<file path="src/rtl/vadd_chunk_scheduler_if.sv">
// rtl/vadd_chunk_scheduler_if.sv - host control and datapath launch signals of vadd_chunk_scheduler
// master = scheduler side, slave = host control block plus datapath.
interface vadd_chunk_scheduler_if #(
  parameter int C_M_AXI_ADDR_WIDTH = 64,
  parameter int C_XFER_SIZE_WIDTH  = 32,
  parameter int C_ADDER_BIT_WIDTH  = 32
);
  logic                          ap_start;
  logic                          ap_ready;
  logic                          ap_done;
  logic                          ap_idle;
  logic [C_M_AXI_ADDR_WIDTH-1:0] ctrl_addr_offset;
  logic [C_XFER_SIZE_WIDTH-1:0]  ctrl_xfer_size_in_bytes;
  logic [C_ADDER_BIT_WIDTH-1:0]  ctrl_constant;
  logic                          dp_start;
  logic                          dp_done;
  logic [C_M_AXI_ADDR_WIDTH-1:0] dp_addr_offset;
  logic [C_XFER_SIZE_WIDTH-1:0]  dp_xfer_size_in_bytes;
  logic [C_ADDER_BIT_WIDTH-1:0]  dp_constant;

  modport master (
    input  ap_start, ctrl_addr_offset, ctrl_xfer_size_in_bytes, ctrl_constant, dp_done,
    output ap_ready, ap_done, ap_idle, dp_start, dp_addr_offset, dp_xfer_size_in_bytes, dp_constant
  );

  modport slave (
    output ap_start, ctrl_addr_offset, ctrl_xfer_size_in_bytes, ctrl_constant, dp_done,
    input  ap_ready, ap_done, ap_idle, dp_start, dp_addr_offset, dp_xfer_size_in_bytes, dp_constant
  );
endinterface

</file>
<file path="src/rtl/vadd_chunk_scheduler.sv">
// rtl/vadd_chunk_scheduler.sv - splits one host vadd job into datapath chunks of at most C_CHUNK_BYTES
// Optional perf_cycles/perf_chunks outputs are built when VADD_CHUNK_SCHED_PERF_CNT_EN is defined.
module vadd_chunk_scheduler #(
  parameter int C_M_AXI_ADDR_WIDTH = 64,
  parameter int C_XFER_SIZE_WIDTH  = 32,
  parameter int C_ADDER_BIT_WIDTH  = 32,
  parameter int C_CHUNK_BYTES      = 4096
) (
  input  logic                         aclk,
  input  logic                         areset,
  vadd_chunk_scheduler_if.master       bus
`ifdef VADD_CHUNK_SCHED_PERF_CNT_EN
  ,
  output logic [63:0]                  perf_cycles,
  output logic [31:0]                  perf_chunks
`endif
);

  typedef enum logic [1:0] {
    ST_IDLE   = 2'd0,
    ST_LAUNCH = 2'd1,
    ST_WAIT   = 2'd2,
    ST_DONE   = 2'd3
  } state_t;

  localparam logic [C_XFER_SIZE_WIDTH-1:0] CHUNK = C_XFER_SIZE_WIDTH'(C_CHUNK_BYTES);

  state_t                         state;
  logic [C_XFER_SIZE_WIDTH-1:0]   remaining;
  logic [C_XFER_SIZE_WIDTH-1:0]   rem_next;
  logic [C_M_AXI_ADDR_WIDTH-1:0]  addr_next;

  function automatic logic [C_XFER_SIZE_WIDTH-1:0] clip(input logic [C_XFER_SIZE_WIDTH-1:0] n);
    return (n > CHUNK) ? CHUNK : n;
  endfunction

  // dp_addr_offset doubles as the running address; it wraps modulo 2^C_M_AXI_ADDR_WIDTH.
  assign rem_next  = remaining - bus.dp_xfer_size_in_bytes;
  assign addr_next = bus.dp_addr_offset + C_M_AXI_ADDR_WIDTH'(bus.dp_xfer_size_in_bytes);

  always_ff @(posedge aclk) begin
    if (areset) begin
      state                     <= ST_IDLE;
      remaining                 <= '0;
      bus.ap_ready              <= 1'b0;
      bus.ap_done               <= 1'b0;
      bus.ap_idle               <= 1'b1;
      bus.dp_start              <= 1'b0;
      bus.dp_addr_offset        <= '0;
      bus.dp_xfer_size_in_bytes <= '0;
      bus.dp_constant           <= '0;
`ifdef VADD_CHUNK_SCHED_PERF_CNT_EN
      perf_cycles               <= '0;
      perf_chunks               <= '0;
`endif
    end else begin
      bus.ap_ready <= 1'b0;
      bus.ap_done  <= 1'b0;
      bus.dp_start <= 1'b0;
      case (state)
        ST_IDLE: begin
          if (bus.ap_start) begin
            bus.ap_ready              <= 1'b1;
            bus.ap_idle               <= 1'b0;
            bus.dp_addr_offset        <= bus.ctrl_addr_offset;
            bus.dp_constant           <= C_ADDER_BIT_WIDTH'(bus.ctrl_constant);
            bus.dp_xfer_size_in_bytes <= clip(bus.ctrl_xfer_size_in_bytes);
            remaining                 <= bus.ctrl_xfer_size_in_bytes;
`ifdef VADD_CHUNK_SCHED_PERF_CNT_EN
            perf_cycles               <= 64'd1;
            perf_chunks               <= (bus.ctrl_xfer_size_in_bytes == '0) ? 32'd0 : 32'd1;
`endif
            if (bus.ctrl_xfer_size_in_bytes == '0) begin
              state <= ST_DONE;
            end else begin
              state        <= ST_LAUNCH;
              bus.dp_start <= 1'b1;
            end
          end
        end

        ST_LAUNCH: begin
          state <= ST_WAIT;
`ifdef VADD_CHUNK_SCHED_PERF_CNT_EN
          perf_cycles <= perf_cycles + 64'd1;
`endif
        end

        ST_WAIT: begin
`ifdef VADD_CHUNK_SCHED_PERF_CNT_EN
          perf_cycles <= perf_cycles + 64'd1;
`endif
          if (bus.dp_done) begin
            remaining          <= rem_next;
            bus.dp_addr_offset <= addr_next;
            if (rem_next == '0) begin
              state       <= ST_DONE;
              bus.ap_done <= 1'b1;
            end else begin
              state                     <= ST_LAUNCH;
              bus.dp_start              <= 1'b1;
              bus.dp_xfer_size_in_bytes <= clip(rem_next);
`ifdef VADD_CHUNK_SCHED_PERF_CNT_EN
              perf_chunks               <= perf_chunks + 32'd1;
`endif
            end
          end
        end

        ST_DONE: begin
          // A zero-length job enters here together with ap_ready; it stays one
          // extra cycle so ap_done never coincides with ap_ready.
          if (bus.ap_done) begin
            state       <= ST_IDLE;
            bus.ap_idle <= 1'b1;
          end else begin
            bus.ap_done <= 1'b1;
`ifdef VADD_CHUNK_SCHED_PERF_CNT_EN
            perf_cycles <= perf_cycles + 64'd1;
`endif
          end
        end

        default: state <= ST_IDLE;
      endcase
    end
  end

endmodule
</file>
<file path="src/flat_wrapper.sv">
// flat-port wrapper written by rule: the top's interface ports become plain ports
module vadd_chunk_scheduler_flat 
#(
  parameter int C_M_AXI_ADDR_WIDTH = 64,
  parameter int C_XFER_SIZE_WIDTH  = 32,
  parameter int C_ADDER_BIT_WIDTH  = 32,
  parameter int C_CHUNK_BYTES      = 4096
)
  (aclk, areset, bus_ap_start, bus_ctrl_addr_offset, bus_ctrl_xfer_size_in_bytes, bus_ctrl_constant, bus_dp_done, bus_ap_ready, bus_ap_done, bus_ap_idle, bus_dp_start, bus_dp_addr_offset, bus_dp_xfer_size_in_bytes, bus_dp_constant);
  vadd_chunk_scheduler_if #(.C_M_AXI_ADDR_WIDTH(C_M_AXI_ADDR_WIDTH), .C_XFER_SIZE_WIDTH(C_XFER_SIZE_WIDTH), .C_ADDER_BIT_WIDTH(C_ADDER_BIT_WIDTH)) bus_i ();
  input  logic aclk;
  input  logic areset;
  input wire logic [$bits(bus_i.ap_start)-1:0] bus_ap_start;
  input wire logic [$bits(bus_i.ctrl_addr_offset)-1:0] bus_ctrl_addr_offset;
  input wire logic [$bits(bus_i.ctrl_xfer_size_in_bytes)-1:0] bus_ctrl_xfer_size_in_bytes;
  input wire logic [$bits(bus_i.ctrl_constant)-1:0] bus_ctrl_constant;
  input wire logic [$bits(bus_i.dp_done)-1:0] bus_dp_done;
  output wire logic [$bits(bus_i.ap_ready)-1:0] bus_ap_ready;
  output wire logic [$bits(bus_i.ap_done)-1:0] bus_ap_done;
  output wire logic [$bits(bus_i.ap_idle)-1:0] bus_ap_idle;
  output wire logic [$bits(bus_i.dp_start)-1:0] bus_dp_start;
  output wire logic [$bits(bus_i.dp_addr_offset)-1:0] bus_dp_addr_offset;
  output wire logic [$bits(bus_i.dp_xfer_size_in_bytes)-1:0] bus_dp_xfer_size_in_bytes;
  output wire logic [$bits(bus_i.dp_constant)-1:0] bus_dp_constant;
  assign bus_i.ap_start = bus_ap_start;
  assign bus_i.ctrl_addr_offset = bus_ctrl_addr_offset;
  assign bus_i.ctrl_xfer_size_in_bytes = bus_ctrl_xfer_size_in_bytes;
  assign bus_i.ctrl_constant = bus_ctrl_constant;
  assign bus_i.dp_done = bus_dp_done;
  assign bus_ap_ready = bus_i.ap_ready;
  assign bus_ap_done = bus_i.ap_done;
  assign bus_ap_idle = bus_i.ap_idle;
  assign bus_dp_start = bus_i.dp_start;
  assign bus_dp_addr_offset = bus_i.dp_addr_offset;
  assign bus_dp_xfer_size_in_bytes = bus_i.dp_xfer_size_in_bytes;
  assign bus_dp_constant = bus_i.dp_constant;
  vadd_chunk_scheduler #(.C_M_AXI_ADDR_WIDTH(C_M_AXI_ADDR_WIDTH), .C_XFER_SIZE_WIDTH(C_XFER_SIZE_WIDTH), .C_ADDER_BIT_WIDTH(C_ADDER_BIT_WIDTH), .C_CHUNK_BYTES(C_CHUNK_BYTES)) u_core (.aclk(aclk), .areset(areset), .bus(bus_i));
endmodule
</file>
<file path="config.mk">
export PLATFORM = sky130hd
export DESIGN_NAME = vadd_chunk_scheduler_flat
export DESIGN_NICKNAME = d
export VERILOG_FILES = /design/src/rtl/vadd_chunk_scheduler_if.sv /design/src/rtl/vadd_chunk_scheduler.sv /design/src/flat_wrapper.sv
export SDC_FILE = /design/constraint.sdc
export NUM_CORES = 1
export LEC_CHECK = 0
export BUFFER_PORTS_ARGS = -buffer_cell sky130_fd_sc_hd__buf_2
export CAP_MARGIN = 20
export CORE_UTILIZATION = 35
export CTS_CLUSTER_DIAMETER = 80
export DETAILED_ROUTE_END_ITERATION = 8
export GPL_TIMING_DRIVEN = 0
export PLACE_DENSITY_LB_ADDON = 0.12
export SYNTH_ARGS = -nofsm -noshare
export SYNTH_HDL_FRONTEND = slang
export SYNTH_SLANG_ARGS = --single-unit
</file>
<file path="constraint.sdc">
create_clock -name aclk -period 3.29 [get_ports aclk]
set_input_delay 0.1645 -clock aclk [delete_from_list [all_inputs] [get_ports aclk]]
set_output_delay 0.1645 -clock aclk [all_outputs]
set_load 0.005 [all_outputs]
</file>
After elaboration in Yosys (flattened, before gate mapping):

Index checks and enable logic that the tools add are counted.

* add/subtract/negate cells: 2
* $lt $le $gt $ge: 2
* equality and inequality tests: 7
* mux-type cells: 31
* bitwise gates (word level): 1
* reduce and logical (&&, ||, !) cells: 11

Operators by type and width (count)
* $mux W32: 7
* $mux W64: 2
* $pmux W32 S2: 2
* $pmux W64 S2: 1
* $add A64 B32 Y64: 1
* $gt A32 B13 Y1 const B: 2
* $logic_not A32 Y1: 2
* $sub A32 B32 Y32: 1
* $mux W1: 10
* $mux W2: 5
* $reduce_and A3 Y1: 3
* $pmux W2 S4: 1
* $ne A2 B2 Y1 const B: 3
* $pmux W1 S2: 3
* $eq A2 B2 Y1 const B: 2
* $reduce_and A4 Y1: 1
* $reduce_bool A2 Y1: 2
* $eq A2 B1 Y1 const B: 1
* $logic_not A2 Y1: 1
* $ne A2 B1 Y1 const B: 1
* $reduce_and A2 Y1: 1
* $reduce_or A2 Y1: 1
* $not A1 Y1: 1

* register bits: 166
* input port bits: 132
* output and inout bits: 132
* word-level logic and storage cells: 63

Longest topological paths before layout:

Gate-level depths: netlist of the first run.

* depth in word-level cells: 6
* gate-level depth with buffers: 16
* depth with buffers taken out: 14

Least setup slack after synthesis of the first run:

OpenSTA, ideal clock, no wires.

* path kind: flip-flop to flip-flop
* start: register u_core.bus.dp_xfer_size_in_bytes[16]
* end: register u_core.bus.dp_xfer_size_in_bytes[1]
* setup time: 0.123 ns
* data arrival time: 3.145 ns
* data required time: 3.167 ns
* path slack: 0.022 ns
* cell stages (with the launch flop): 15
* path buffers: 1
* clock period less this slack: 3.268 ns
* cell sequence: dfxtp_1 -> inv_1 -> ha_1 -> a21oi_1 -> o21ai_1 -> a311o_1 -> or3_1 -> mux2_4 -> a211oi_2 -> nand4_1 -> nor4b_2 -> a21oi_2 -> buf_6 -> nor2_1 -> a211oi_2

* word-level cells in the longest chain between the ends: 6
* elaborated cells on any way between the ends: 9
* classes of those cells: add/sub (1); order compare (1); eq/ne (1); mux (4); reduce/logical (2)

Ends and longest elaborated chain
* start: declaration: RTL line vadd_chunk_scheduler_if.sv:23 `output ap_ready, ap_done, ap_idle, dp_start, dp_addr_offset, dp_xfer_size_in_bytes, dp_constant`
* start signal: assignment: RTL line vadd_chunk_scheduler.sv:67 `bus.dp_xfer_size_in_bytes <= clip(bus.ctrl_xfer_size_in_bytes);`
* start signal: assignment: RTL line vadd_chunk_scheduler.sv:102 `bus.dp_xfer_size_in_bytes <= clip(rem_next);`
* $sub A32 B32 Y32 *: RTL line vadd_chunk_scheduler.sv:38 `assign rem_next = remaining - bus.dp_xfer_size_in_bytes;`
* $gt A32 B13 Y1: RTL line vadd_chunk_scheduler.sv:34 `return (n > CHUNK) ? CHUNK : n;`
* $mux W32: RTL line vadd_chunk_scheduler.sv:34
* $mux W32: RTL line vadd_chunk_scheduler.sv:96 `if (rem_next == '0) begin`
* $mux W32: RTL line vadd_chunk_scheduler.sv:93 `if (bus.dp_done) begin`
* $pmux W32 S2: RTL line vadd_chunk_scheduler.sv:60 `case (state)`

Mark *: on every way between the ends. The rest lies on a longest branch, timed or not. The select of a mux whose other input is x is not followed.
A chain may end at the register's enable or synchronous reset.

Final worst setup path of the first run:

* start: register u_core.remaining[16]
* end: register u_core.bus.dp_xfer_size_in_bytes[4]

* word-level cells in the longest chain between the ends: 6
* elaborated cells on any way between the ends: 9
* classes of those cells: add/sub (1); order compare (1); eq/ne (1); mux (4); reduce/logical (2)

Ends and longest elaborated chain
* start: declaration: RTL line vadd_chunk_scheduler.sv:29 `logic [C_XFER_SIZE_WIDTH-1:0] remaining;`
* start signal: assignment: RTL line vadd_chunk_scheduler.sv:68 `remaining <= bus.ctrl_xfer_size_in_bytes;`
* start signal: assignment: RTL line vadd_chunk_scheduler.sv:94 `remaining <= rem_next;`
* $sub A32 B32 Y32 *: RTL line vadd_chunk_scheduler.sv:38
* $gt A32 B13 Y1: RTL line vadd_chunk_scheduler.sv:34
* $mux W32: RTL line vadd_chunk_scheduler.sv:34
* $mux W32: RTL line vadd_chunk_scheduler.sv:96
* $mux W32: RTL line vadd_chunk_scheduler.sv:93
* $pmux W32 S2: RTL line vadd_chunk_scheduler.sv:60

Marked as above.

==> results of run 1 <==
## report_power, final
part	leakage [nW]	switching (mW)	internal [mW]
Combinational	5.11	1.88	1.41
Sequential	1.39	0.183	2.18
Clock	0.280	1.06	1.02
Total	6.77	3.12	4.60
## area by class of cell
cell class,count,share of cell area
multi-input cells,1168,0.517
flip-flops and latches,166,0.215
repair buffers,407,0.161
well taps,396,0.0312
clock buffers,17,0.0267
plain buffers,80,0.0249
inverters,57,0.0139
clock inverters,15,0.0101
diodes,1,0.000157
## state kept, by name, summed over array words and instances, names as in the netlist
register                          flops
u_core.remaining                     32
u_core.bus.ap_idle                    1
u_core.bus.ap_ready                   1
u_core.bus.dp_xfer_size_in_bytes     32
u_core.bus.dp_constant               32
u_core.state                          2
u_core.bus.dp_addr_offset            64
u_core.bus.dp_start                   1
u_core.bus.ap_done                    1
## cells by family after synthesis
kind of cell,share of synthesized area
and+or+nand+nor,0.240
buffers and inverters,0.0547
muxes,0.00499
AOI/OAI and AO/OA,0.286
adders and majority gates,0.0751
DFF,0.301
xor gates and xnor gates,0.0381
## cells in the final DEF (no fill, tap or decap), types with 17 or more instances in the layout
cell type,n
a21o_1,34
nor2_1,132
nand2_1,216
ha_4,26
a211oi_1,30
a31oi_1,17
a21oi_1,125
nand3_1,27
dfxtp_1,131
buf_4,83
a311oi_1,33
o21ai_0,69
o211ai_1,21
buf_2,262
dfxtp_4,20
clkbuf_1,52
nor3_1,46
dlygate4sd3_1,58
inv_1,45
xnor2_1,25
nand4_1,17
ha_1,30
clkbuf_16,17
## worst min path at each step
stage                                         from                       endpoint  slack (ps)  depth (start not counted)
after floorplan               bus_ctrl_constant[0]      u_core.bus.dp_constant[0]         300                          2
after global placement       bus_ctrl_constant[12]     u_core.bus.dp_constant[12]         410                          3
after detailed placement     bus_ctrl_constant[28]     u_core.bus.dp_constant[28]         410                          3
after CTS                 bus_ctrl_addr_offset[35]  u_core.bus.dp_addr_offset[35]           3                          3
after global routing      bus_ctrl_addr_offset[63]  u_core.bus.dp_addr_offset[63]          10                          3
final                     bus_ctrl_addr_offset[35]  u_core.bus.dp_addr_offset[35]        -0.2                          3
## worst max-delay path, cell delays in order (launching register included)
cell	delay [ps]
dfxtp_2	350
ha_4	290
a21oi_4	140
o21ai_1	80
a311o_2	440
buf_4	170
buf_4	140
or3b_4	380
a31oi_4	210
xnor2_4	190
nor4b_4	110
a21oi_4	390
buf_6	200
nor2_2	40
a211oi_2	190
## metal layers
metal  track usage  up-vias
li1              -     6210
met4         0.140        0
met3        0.0642      110
met1         0.406     6394
met2         0.491      626
met5             0        -
## what timing repair did
action | in CTS | in global routing
hold buffers | 58 | 0
setup endpoints to repair | 88 | 110
endpoints found under the hold margin | 58 | 0
buffers inserted | 48 | 40
pin swaps | 53 | 78
gates cloned | 1 | 0
resized for setup | 170 | 175
==> metrics.txt, run 1 <==
non-filler cells, final 2307; # DRC 0; Root Driver clkbuf_16; Post-Syn Area around 0.011 sq mm; Place WS -1110 ps; final core occ 0.516; Post-Route WL between 50000 and 60000 um; vias per cell roughly 5.8; die area 0.0322 sq mm; nature of the critical path endpoint register; Top FF cell, synth dfxtp_1; Async SR Flop Fraction 0; Inserted Clock Buffers 17; dominant cells by area after synthesis dfxtp_1, nand2_1, ha_1; Post-DP HPWL roughly 38000 um; synth warn 0; final instance area 0.0159 sq mm; R2R Path End u_core.bus.dp_xfer_size_in_bytes[4]; share of cells above drive strength 1 0.328; worst-margin pin slew 1050 ps; Synth top area share 0.301; TritonCTS Sinks ~170; Avg Inst Size Synth ~7.4 sq um; Die H 179 um; minimum clock period around 3400 ps; number of synthesized flops with an enable pin 0; pin count of the biggest net entering global routing 19; metal2 WL between 20000 and 25000 um; status complete, but fails checks; Placed Cells ~2100; Fin. Hold Viols 1; flop2flop setup slack -110 ps; final worst setup slack -114 ps; worst setup path end u_core.bus.dp_xfer_size_in_bytes[4]; failing checks negative hold slack, negative setup slack; Top-Level Pins 264; cell accounting for the most synthesized area dfxtp_1; Core Region between 0.03 and 0.04 sq mm; multi-input logic area approximately 0.0082 sq mm; Register-to-Register Path Depth 14; first-pass GRT wire length 76300 um; grt ovf 0; MaxCap Viol Count 0; Hold WC Path Type input pin to register; Placed Instance Area about 0.013 sq mm; # setup viols final 42; P&R area growth vs syn 44.2%; Synth top cells by count nand2_1, dfxtp_1, a21oi_1; WL/cell around 22 um; Crit Path Max Fanout 7; PD cells 486 mW/mm^2; clk_skew between 15 and 20 ps; post-synthesis sequential area ratio 0.301; class of the most critical setup path register to register; Final Max Slew Viols 0; post-route ant nets 0; router iterations before antenna repair 7; Die W roughly 180 um; Max VDD drop 0.397 mV; initial core utilization 0.358; initial antenna violation count 1; FF+latch count, synth around 170; Total GRT Usage 0.310; Top Metal Used met4; Synth cell types 86; Post-Synthesis Cells about 1500; Mapped Nets ~1700; met3 wire length between 4000 and 5000 um; GP Congestion between 0.9 and 1; vias in the first global route roughly 13000; Sequential Area ~0.0034 sq mm; crit path launch type register; clock transition at the registers of the reported paths approximately 90 ps; required time worst endpoint ~3700 ps; I/O Buffers 262; DRT iter0 DRCs ~1000; Reg-to-Reg Start u_core.remaining[16]; unrepaired setup endpoints after global routing true; Final nets between 2000 and 2500; Final Power between 7 and 8 mW; TritonCTS clock tree done; most frequent cell after synthesis nand2_1; Clock Latency Late Sink about 460 ps; Rows 64; Metal-1 WL between 20000 and 25000 um; period utilization 1.03; Filler cells about 3000; crit path launch u_core.remaining[16]; fmax slightly below 300 MHz; relative slew slack 0.303; Setup TNS -2500 ps; critical path data arrival time approximately 3800 ps; H-tree Lvls 4; Max clock buf depth 2; final hold slack -0.248 ps; Pleak a little under 7 nW; via count 13300
(Power assumes the default switching activity.)
==> run 2: changes to the inputs <==
--- a/config.mk
+++ b/config.mk
@@ -7,7 +7,9 @@
 export LEC_CHECK = 0
 export BUFFER_PORTS_ARGS = -buffer_cell sky130_fd_sc_hd__buf_2
 export CAP_MARGIN = 20
+export CORE_MARGIN = 5
 export CORE_UTILIZATION = 35
+export CTS_BUF_LIST = sky130_fd_sc_hd__clkbuf_2 sky130_fd_sc_hd__clkbuf_4 sky130_fd_sc_hd__clkbuf_8
 export CTS_CLUSTER_DIAMETER = 80
 export DETAILED_ROUTE_END_ITERATION = 8
 export GPL_TIMING_DRIVEN = 0
==> metrics.txt, run 2 (synthesis results as in run 1) <==
relative slew slack 0.294 (-0.00883); first-pass GRT wire length 78500 um (+2.9%); Max clock buf depth 2 (unchanged); Die H 187 um (+4.5%); TritonCTS Sinks 166 (unchanged); Core Region 0.0313 sq mm (+1.6%); crit path launch type register; WL/cell 22.6 um (+0.62%); final hold slack 22.5 ps (+22.7 ps); clk_skew 18.9 ps (-0.734 ps); minimum clock period 3420 ps (+20.3 ps); Hold WC Path Type input pin to register; Final Power 7.46 mW (-3.5%); PD cells 452 mW/mm^2 (-6.9%); worst-margin pin slew 1060 ps (+13.3 ps); Setup TNS -2390 ps (+112 ps); Die W 187 um (+4.5%); Top-Level Pins 264 (unchanged); vias in the first global route 13000 (+2.5%); nature of the critical path endpoint register; vias per cell 5.75 (-0.54%); # DRC 0 (unchanged); GP Congestion 0.903 (-3.0%); I/O Buffers 262 (unchanged); commonest non-fill, non-tap cell in the layout buf_2; status complete, but fails checks; Fin. Hold Viols 0 (-1); max reg flops 64 (unchanged); grt ovf 0 (unchanged); Post-Route WL 53400 um (+3.1%); unrepaired setup endpoints after global routing true; H-tree Lvls 4 (unchanged); P&R area growth vs syn 49.5%; TritonCTS clock tree done; clock transition at the registers of the reported paths 110 ps (+20 ps); Final nets 2144 (+2.4%); Pleak 6.98 nW (+3.0%); most frequent cells in the layout buf_2, nand2_1, nor2_1, dfxtp_1, a21oi_1; post-route ant nets 0 (unchanged); failing checks negative setup slack; Place WS -999 ps (+110 ps); pin count of the biggest net entering global routing 18 (-1); class of the most critical setup path register to register; Filler cells 3068 (+0.46%); Final Max Slew Viols 0 (unchanged); period utilization 1.04 (+0.00616); Rows 65 (+1.6%); Root Driver clkbuf_8; router iterations before antenna repair 6 (-1); Largest Register u_core.bus.dp_addr_offset; DRT iter0 DRCs 1332 (+27%); critical path data arrival time 3820 ps (+50 ps); CP Cell Sequence ha_4 > and3_4 > a311o_1 > or3_1 > mux2_4 > a211oi_2 > nand4_1 > buf_6 > nor4b_4 > a21oi_4 > buf_4 > buf_6 > nor2_2 > a211oi_2; final worst setup slack -134 ps (-20.3 ps); Max stage delay on crit path 460 ps (+20 ps); # setup viols final 31 (-26%); Inserted Clock Buffers 17 (unchanged); Crit path buffers/inverters 3 (unchanged); initial core utilization 0.352 (-0.00550); Crit Path Max Fanout 8 (+1); Post-DP HPWL 38200 um (+1.4%); Total GRT Usage 0.285 (-0.0253); required time worst endpoint 3690 ps (+30 ps); die area 0.0352 sq mm (+9.1%); initial antenna violation count 2 (+1); Max VDD drop 0.300 mV (-24%); Clock Latency Late Sink 510 ps (+50 ps); MaxCap Viol Count 0 (unchanged); Max stage delay cell, worst path dfxtp_1; via count 13600 (+1.9%); share of cells above drive strength 1 0.345 (+0.0177); final core occ 0.526 (+0.0106); fmax 292 MHz (-0.59%); family with the most delay on the worst path simple AND/OR/NAND/NOR gates
run 2: power breakdown:
part,internal [mW],total [mW],switching (mW)
sequential,2.19,2.37,0.190
combinational,1.46,3.39,1.92
clock,0.734,1.70,0.962
run 2: repair_timing:
action / in CTS / in global routing
gates resized for setup: 243 / 133
cloned: 2 / 1
endpoints found under the setup margin: 85 / 114
pin swaps: 72 / 82
setup buffers: 84 / 28
hold buffers: 84 / 0
endpoints found under the hold margin: 84 / 0
run 2: path summary, 6_finish.rpt:
kind / startpoint / end / slack [ps] / cells after the start
worst max-delay path: u_core.remaining[17] / u_core.bus.dp_xfer_size_in_bytes[0] / -130 / 14
worst min-delay path: bus_ctrl_addr_offset[27] / u_core.bus.dp_addr_offset[27] / 20 / 5
worst max register to register: u_core.remaining[17] / u_core.bus.dp_xfer_size_in_bytes[0] / -130 / 14
worst min register to register: u_core.bus.dp_constant[17] / u_core.bus.dp_constant[17] / 460 / 2
run 2: per-stage QoR:
stage | std cells | area, sq um
after CTS | 2339 | 15800
after floorplan | 1481 | 11000
final | 2363 | 16500
after global routing | 2363 | 16500
after detailed placement | 2145 | 12800
after global placement | 2145 | 12800
run 2: layout make-up:
type / instances / area, sq um / share of cell area
Antenna cell: 1 / 2.50 / 0.000152
Buffer: 80 / 423 / 0.0257
Clock buffer: 18 / 248 / 0.0150
Clock inverter: 14 / 183 / 0.0111
Inverter: 57 / 216 / 0.0131
Multi-Input combinational cell: 1169 / 8450 / 0.513
Sequential cell: 166 / 3400 / 0.207
Tap cell: 402 / 503 / 0.0305
Timing Repair Buffer: 456 / 3050 / 0.185
run 2: metal layers:
metal,vias up,global-route usage,wire [um]
met1,6501,0.383,22300
li1,6306,-,-
met2,664,0.465,24800
met4,2,0.0980,1820
met3,117,0.0484,4500
met5,-,0,13
run 2: tightest hold or removal path, delay by kind of cell:
kind / cells / cell delay (ps)
and+or+nand+nor: 1 / 80
AOI/OAI and AO/OA: 3 / 180
buffers and inverters: 1 / 80
